## config.mk

```make
export PLATFORM = sky130hd
export DESIGN_NAME = vga_tilt_ball
export DESIGN_NICKNAME = d
export VERILOG_FILES = /design/src/rtl/vga_tilt_ball.sv
export SDC_FILE = /design/constraint.sdc
export NUM_CORES = 1
export LEC_CHECK = 0
export ABC_AREA = 1
export CORE_UTILIZATION = 42
export CTS_BUF_LIST = sky130_fd_sc_hd__clkbuf_8
export CTS_CLUSTER_DIAMETER = 120
export DETAILED_ROUTE_END_ITERATION = 10
export PLACE_DENSITY = 0.7
export SYNTH_ARGS = -nofsm -noshare
export SYNTH_HDL_FRONTEND = slang
export SYNTH_SLANG_ARGS = --single-unit
```

## constraint.sdc

```tcl
create_clock -name clk -period 14.6 [get_ports clk]
set_input_delay 2.92 -clock clk [delete_from_list [all_inputs] [get_ports clk]]
set_output_delay 2.92 -clock clk [all_outputs]
set_load 0.05 [all_outputs]
```

## src/rtl/vga_tilt_ball.sv

```systemverilog
// VGA raster generator drawing a ball whose motion is integrated from accelerometer tilt.
// Optional macro CENTER_MARK_EN overlays a 1-pixel black crosshair through the screen centre.
module vga_tilt_ball #(
  parameter int          H_ACT            = 640,
  parameter int          H_FRONT          = 16,
  parameter int          H_SYNC           = 96,
  parameter int          H_BACK           = 48,
  parameter int          V_ACT            = 480,
  parameter int          V_FRONT          = 10,
  parameter int          V_SYNC           = 2,
  parameter int          V_BACK           = 33,
  parameter int          SYNC_ACTIVE_HIGH = 1,
  parameter int          RADIUS           = 50,
  parameter int          ACC_W            = 10,
  parameter int          ACC_SHIFT        = 4,
  parameter int          VMAX             = 16,
  parameter logic [11:0] BALL_RGB         = 12'hF52,
  parameter logic [11:0] BG_RGB           = 12'hFFF
) (
  input  logic                    clk,
  input  logic                    rst_n,
  input  logic signed [ACC_W-1:0] x_acc,
  input  logic signed [ACC_W-1:0] y_acc,
  input  logic                    acc_valid,
  output logic                    o_hsync,
  output logic                    o_vsync,
  output logic [3:0]              o_red,
  output logic [3:0]              o_green,
  output logic [3:0]              o_blue,
  output logic                    o_frame_tick,
  output logic                    o_bounce
);

  localparam int H_TOTAL   = H_SYNC + H_BACK + H_ACT + H_FRONT;
  localparam int V_TOTAL   = V_SYNC + V_BACK + V_ACT + V_FRONT;
  localparam int H_START   = H_SYNC + H_BACK;
  localparam int V_START   = V_SYNC + V_BACK;
  localparam logic SYNC_IDLE = (SYNC_ACTIVE_HIGH != 0) ? 1'b0 : 1'b1;
  localparam logic [23:0]        R_SQ   = 24'(RADIUS * RADIUS);
  localparam logic signed [12:0] VMAX_S = 13'(VMAX);
  localparam logic signed [12:0] LO_S   = 13'(RADIUS);
  localparam logic signed [12:0] HI_X_S = 13'(H_ACT - 1 - RADIUS);
  localparam logic signed [12:0] HI_Y_S = 13'(V_ACT - 1 - RADIUS);

  // One axis of the per-frame update; result packs {bounce, vel[7:0], pos[11:0]}.
  function automatic logic [20:0] axis_step(input logic signed [11:0]      pos,
                                            input logic signed [7:0]       vel,
                                            input logic signed [ACC_W-1:0] acc,
                                            input logic signed [12:0]      hi_lim);
    logic signed [12:0] a_s;
    logic signed [12:0] v_s;
    logic signed [12:0] p_s;
    logic [20:0]        res;
    a_s = acc;
    a_s = a_s >>> ACC_SHIFT;
    v_s = vel + a_s;
    if (v_s > VMAX_S) begin
      v_s = VMAX_S;
    end else if (v_s < -VMAX_S) begin
      v_s = -VMAX_S;
    end else begin
      v_s = v_s;
    end
    p_s = pos + v_s;
    if (p_s < LO_S) begin
      res = {1'b1, 8'(-v_s), 12'(LO_S)};
    end else if (p_s > hi_lim) begin
      res = {1'b1, 8'(-v_s), 12'(hi_lim)};
    end else begin
      res = {1'b0, 8'(v_s), 12'(p_s)};
    end
    return res;
  endfunction

  logic [11:0]              h_cnt_r, v_cnt_r;
  logic                     h_last_s, v_last_s, tick_s;
  logic signed [ACC_W-1:0]  acc_x_r, acc_y_r;
  logic signed [11:0]       pos_x_r, pos_y_r;
  logic signed [7:0]        vel_x_r, vel_y_r;
  logic [20:0]              step_x_s, step_y_s;
  logic                     bounce_s;

  assign h_last_s = (h_cnt_r == 12'(H_TOTAL - 1));
  assign v_last_s = (v_cnt_r == 12'(V_TOTAL - 1));
  assign tick_s   = h_last_s & v_last_s;

  // Raster counters: sync, back porch, active, front porch.
  always_ff @(posedge clk or negedge rst_n) begin
    if (!rst_n) begin
      h_cnt_r <= 12'd0;
      v_cnt_r <= 12'd0;
    end else if (h_last_s) begin
      h_cnt_r <= 12'd0;
      v_cnt_r <= v_last_s ? 12'd0 : v_cnt_r + 12'd1;
    end else begin
      h_cnt_r <= h_cnt_r + 12'd1;
    end
  end

  // Accelerometer holding registers; a strobe on the tick cycle serves the next frame.
  always_ff @(posedge clk or negedge rst_n) begin
    if (!rst_n) begin
      acc_x_r <= '0;
      acc_y_r <= '0;
    end else if (acc_valid) begin
      acc_x_r <= x_acc;
      acc_y_r <= y_acc;
    end else begin
      acc_x_r <= acc_x_r;
      acc_y_r <= acc_y_r;
    end
  end

  assign step_x_s = axis_step(pos_x_r, vel_x_r, acc_x_r, HI_X_S);
  assign step_y_s = axis_step(pos_y_r, vel_y_r, acc_y_r, HI_Y_S);
  assign bounce_s = step_x_s[20] | step_y_s[20];

  // Ball state update once per frame.
  always_ff @(posedge clk or negedge rst_n) begin
    if (!rst_n) begin
      pos_x_r <= 12'(H_ACT / 2);
      pos_y_r <= 12'(V_ACT / 2);
      vel_x_r <= 8'sd0;
      vel_y_r <= 8'sd0;
    end else if (tick_s) begin
      pos_x_r <= step_x_s[11:0];
      pos_y_r <= step_y_s[11:0];
      vel_x_r <= step_x_s[19:12];
      vel_y_r <= step_y_s[19:12];
    end else begin
      pos_x_r <= pos_x_r;
      pos_y_r <= pos_y_r;
      vel_x_r <= vel_x_r;
      vel_y_r <= vel_y_r;
    end
  end

  logic [11:0]        px_s, py_s;
  logic               active_s;
  logic signed [11:0] dx_r, dy_r;
  logic               hs1_r, vs1_r, act1_r, tick1_r, bnc1_r;
  logic signed [23:0] dx_e_s, dy_e_s, dx_sq_s, dy_sq_s;
  logic [23:0]        dist_s;
  logic               inside_r, hs2_r, vs2_r, act2_r, tick2_r, bnc2_r;
  logic [11:0]        pix_rgb_s;
`ifdef CENTER_MARK_EN
  logic               ch1_r, ch2_r;
`endif

  assign px_s     = h_cnt_r - 12'(H_START);
  assign py_s     = v_cnt_r - 12'(V_START);
  assign active_s = (h_cnt_r >= 12'(H_START)) && (h_cnt_r < 12'(H_START + H_ACT)) &&
                    (v_cnt_r >= 12'(V_START)) && (v_cnt_r < 12'(V_START + V_ACT));

  // Stage 1: offsets from ball centre plus delayed timing flags.
  always_ff @(posedge clk or negedge rst_n) begin
    if (!rst_n) begin
      dx_r    <= 12'sd0;
      dy_r    <= 12'sd0;
      hs1_r   <= 1'b0;
      vs1_r   <= 1'b0;
      act1_r  <= 1'b0;
      tick1_r <= 1'b0;
      bnc1_r  <= 1'b0;
    end else begin
      dx_r    <= $signed(px_s) - pos_x_r;
      dy_r    <= $signed(py_s) - pos_y_r;
      hs1_r   <= (h_cnt_r < 12'(H_SYNC));
      vs1_r   <= (v_cnt_r < 12'(V_SYNC));
      act1_r  <= active_s;
      tick1_r <= tick_s;
      bnc1_r  <= tick_s & bounce_s;
    end
  end

  assign dx_e_s  = dx_r;
  assign dy_e_s  = dy_r;
  assign dx_sq_s = dx_e_s * dx_e_s;
  assign dy_sq_s = dy_e_s * dy_e_s;
  assign dist_s  = $unsigned(dx_sq_s) + $unsigned(dy_sq_s);

  // Stage 2: inside-circle test.
  always_ff @(posedge clk or negedge rst_n) begin
    if (!rst_n) begin
      inside_r <= 1'b0;
      hs2_r    <= 1'b0;
      vs2_r    <= 1'b0;
      act2_r   <= 1'b0;
      tick2_r  <= 1'b0;
      bnc2_r   <= 1'b0;
    end else begin
      inside_r <= (dist_s <= R_SQ);
      hs2_r    <= hs1_r;
      vs2_r    <= vs1_r;
      act2_r   <= act1_r;
      tick2_r  <= tick1_r;
      bnc2_r   <= bnc1_r;
    end
  end

`ifdef CENTER_MARK_EN
  // Crosshair flag travels alongside stages 1 and 2.
  always_ff @(posedge clk or negedge rst_n) begin
    if (!rst_n) begin
      ch1_r <= 1'b0;
      ch2_r <= 1'b0;
    end else begin
      ch1_r <= active_s && ((px_s == 12'(H_ACT / 2)) || (py_s == 12'(V_ACT / 2)));
      ch2_r <= ch1_r;
    end
  end
`endif

  // Colour select with blanking forced to black.
  always_comb begin
    pix_rgb_s = 12'h000;
    if (!act2_r) begin
      pix_rgb_s = 12'h000;
`ifdef CENTER_MARK_EN
    end else if (ch2_r) begin
      pix_rgb_s = 12'h000;
`endif
    end else if (inside_r) begin
      pix_rgb_s = BALL_RGB;
    end else begin
      pix_rgb_s = BG_RGB;
    end
  end

  // Stage 3: registered pins.
  always_ff @(posedge clk or negedge rst_n) begin
    if (!rst_n) begin
      o_hsync      <= SYNC_IDLE;
      o_vsync      <= SYNC_IDLE;
      o_red        <= 4'h0;
      o_green      <= 4'h0;
      o_blue       <= 4'h0;
      o_frame_tick <= 1'b0;
      o_bounce     <= 1'b0;
    end else begin
      o_hsync      <= hs2_r ^ SYNC_IDLE;
      o_vsync      <= vs2_r ^ SYNC_IDLE;
      o_red        <= pix_rgb_s[11:8];
      o_green      <= pix_rgb_s[7:4];
      o_blue       <= pix_rgb_s[3:0];
      o_frame_tick <= tick2_r;
      o_bounce     <= bnc2_r;
    end
  end

endmodule

```

==> results.md <==
- Syn nets: 2,923
- Root Buffer: clkbuf_8
- Gr ovfl total: 0
- RSZ-0062 raised after global routing: no
- Top post-synthesis cells by count: 685 x inv_1, 576 x nand2_1, 289 x fa_1
- Via count: 14,600
- Synth async-reset ratio: 1.00
- Hold Crit Endpoint: act2_r$_DFF_PN0_
- Clock sink count: 117
- FMAX: 136 MHz
- Max-cap viol count: 0
- Final total power: 0.000768 W
- Final Util: 0.456
- WP data arrival: 7.66 ns
- Most numerous cell in the Yosys netlist: inv_1
- Main synth FF type: dfrtp_1
- CTS tree: built
- Die Footprint: 46,100 um^2
- Status: complete, no violations
- Clock transition at path regs: 0.07 ns
- Post-synthesis mux area share: 0.00710
- First-pass GRT wire length: 70,500 um
- Crit path max-delay family: adder cells
- Synth cell types: 47
- Endpoint class of the critical path: register
- Worst path bufs/invs: 9
- Hold slack final: 0.346 ns
- Final clock skew: 0.0107 ns
- Worst path most repeated cell: inv_1
- Reg2Reg Capture Point: inside_r$_DFF_PN0_
- XOR/XNOR Fraction of Synth Area: 0.0276
- Reg2Reg Depth: 26
- Clk Latency, worst-skew pair: 0.45 ns
- Power per cell area: 37.9 nW/um^2
- Core area: 44,400 um^2
- Final setup viols: 0
- Synth warn: 0
- Die Y: 215 um
- Reg2reg start: dy_r[11]$_DFF_PN0_
- Vias/cell: 4.80
- Path category of the worst min-delay check: register to register
- Setup Buffers After CTS: 0
- I/O Pins: 39
- Static Leakage: 11.7 nW
- Diodes inserted: 0
- Ranking of synthesized cells by area: fa_1 30%, dfrtp_1 15%, inv_1 14%
- # DRC: 0
- Post-synth top area share: 0.304
- Largest family of logic cells by synthesized area: adder cells
- # port buffers: 30
- All-Layer GR Usage: 0.184
- DRT Pass-1 Iters: 5
- Min Tclk post-route: 7.36 ns
- Synthesized area: 19,000 um^2
- Slew headroom: 0.400
- EDFF count, synth: 0
- Num CTS Buffers: 17
- R2R setup slack: 7.24 ns
- Row count: 77
- Hold depth: 0
- Crit-path slowest cell: dfrtp_1
- Initial Utilization: 0.428
- Cell taking the most area after synthesis: fa_1
- Chip Width: 215 um
- CP peak stage delay: 0.81 ns
- Syn avg cell area: 7.83 um^2
- Vias in the first global route: 15,400
- Share of post-route cells with drive strength above 1: 0.0294
- Tcrit/Tclk final: 0.504
- Clock buffer depth: 2
- Initial antenna violation count: 0
- Fin Setup TNS: 0 ns
- Antenna viol nets, final: 0
- Mapped Cells: 2,430
- Sequential share of the synthesized area: 0.154
- Simple-gate portion of the synthesized area: 0.198
- #FFs+latches synth: 117
- DR iter-0 viols: 738
- Hold path start: act1_r$_DFF_PN0_
- Synth Area in Compound Gates: 0.0424
- Final Max Slew Viols: 0
- GP Congestion: 0.914
- Adder-cell share of the synthesized area: 0.423
- # nets final: 2,931
- Final Hold Vio Count: 0
- Critical Path RT: 14.90 ns
- Cts hold-fix bufs: 0
- CTS resizes: 0
- Startpoint Class: register
- Per-cell routed wire length: 13.2 um
- Crit Path Max Fanout: 16
- H-tree depth: 4
- Crit path kind: register to register
- Peak VDD IR: 0.0000488 V
- Largest net degree at the start of global routing: 74
- Final WL: 40,300 um
- Syn-to-layout area delta: 6.52%
- Post-DP HPWL: 34,400 um
- Worst Tran Pin Value: 0.900 ns
[worst register-to-register path: stages, from the launching register on]
cell and delay [ns]:
dfrtp_1 0.81, nand2_1 0.20, inv_1 0.16, fa_1 0.54
inv_1 0.45, fa_1 0.48, inv_1 0.10, fa_1 0.46
fa_1 0.49, inv_1 0.06, fa_1 0.54, inv_1 0.06
fa_1 0.54, inv_1 0.06, fa_1 0.53, inv_1 0.04
ha_1 0.35, inv_1 0.07, nor3_1 0.26, nand2_1 0.08
inv_1 0.07, nand4_1 0.09, nand3_1 0.20, nand2_1 0.07
nand2_1 0.08, nand3_1 0.08, nor2_1 0.35
[where the power goes]
| group | internal [W] | leakage, nW | switching, W |
|---|---|---|---|
| Sequential | 0.000328 | 1.46 | 0.00000291 |
| Combinational | 0.0000440 | 9.99 | 0.0000882 |
| Clock | 0.000174 | 0.208 | 0.000132 |
[how the worst max path moves through the flow]
stage / startpoint / endpoint / cells after the start
2_1_floorplan: dx_r[11]$_DFF_PN0_ / inside_r$_DFF_PN0_ / 26
3_3_place_gp: dy_r[11]$_DFF_PN0_ / inside_r$_DFF_PN0_ / 26
3_5_place_dp: dy_r[11]$_DFF_PN0_ / inside_r$_DFF_PN0_ / 26
4_1_cts: dy_r[11]$_DFF_PN0_ / inside_r$_DFF_PN0_ / 26
5_1_grt: dy_r[11]$_DFF_PN0_ / inside_r$_DFF_PN0_ / 26
6_report: dy_r[11]$_DFF_PN0_ / inside_r$_DFF_PN0_ / 26
[cell families (layout without fill, tap and decap cells)]
family,Yosys count,count (layout)
XOR/XNOR,60,60
AND/OR/NAND/NOR,896,896
flip-flops,117,117
adder cells (fa/ha/maj),470,470
AO/OA/AOI/OAI,142,142
multiplexers,12,12
buffers and inverters,733,752
[per-stage QoR]
step                instance area (um^2)  worst slack [ns]  std cells
finish                             20300              7.24       3041
global route                       20300              6.73       3041
CTS                                20300              7.13       3041
detailed placement                 19900              7.16       3011
global placement                   19900              7.16       3011
floorplan                          19000              8.14       2430
[state kept, by name, indices dropped and copies added (netlist names), 2 cells and up]
| signal | count |
|---|---|
| acc_y_r | 6 |
| dx_r | 12 |
| pos_y_r | 12 |
| h_cnt_r | 12 |
| acc_x_r | 6 |
| vel_x_r | 8 |
| vel_y_r | 8 |
| o_blue | 2 |
| v_cnt_r | 12 |
| pos_x_r | 12 |
| dy_r | 12 |
[routing by layer]
layer	wire, um	track usage	vias up
li1	-	-	7207
met1	18100	0.235	7047
met2	20100	0.330	300
met3	1550	0.0243	57
met4	526	0.0414	0
met5	0	0	-
[layout by cell type, fill, tap and decap left out, types with 3 or more instances in the layout]
master	instances
nor3_1	13
xnor2_1	24
a21boi_0	4
inv_1	686
o21bai_1	4
o21a_1	3
fa_1	289
or2_2	3
clkinv_2	5
bufinv_16	3
inv_2	3
nor2_2	4
nand4_1	33
xor2_1	36
dfstp_2	6
dfrtp_1	111
buf_4	5
a21oi_1	71
nor4_1	5
a22o_1	3
nand2_1	576
mux2_2	12
clkbuf_8	19
nand3_1	109
nor2_1	128
ha_1	181
nand3b_1	14
clkdlybuf4s50_1	29
a21o_1	9
o21ai_0	34
a211oi_1	3
[layout make-up]
type                       instances  area [um^2]
fill                            4281        24200
multi-input combinational       1580        13300
sequential                       117         2940
inverter                         688         2580
tap                              592          741
timing repair buffer              34          328
clock buffer                      19          262
clock inverter                    11          135
(Power assumes the default switching activity.)
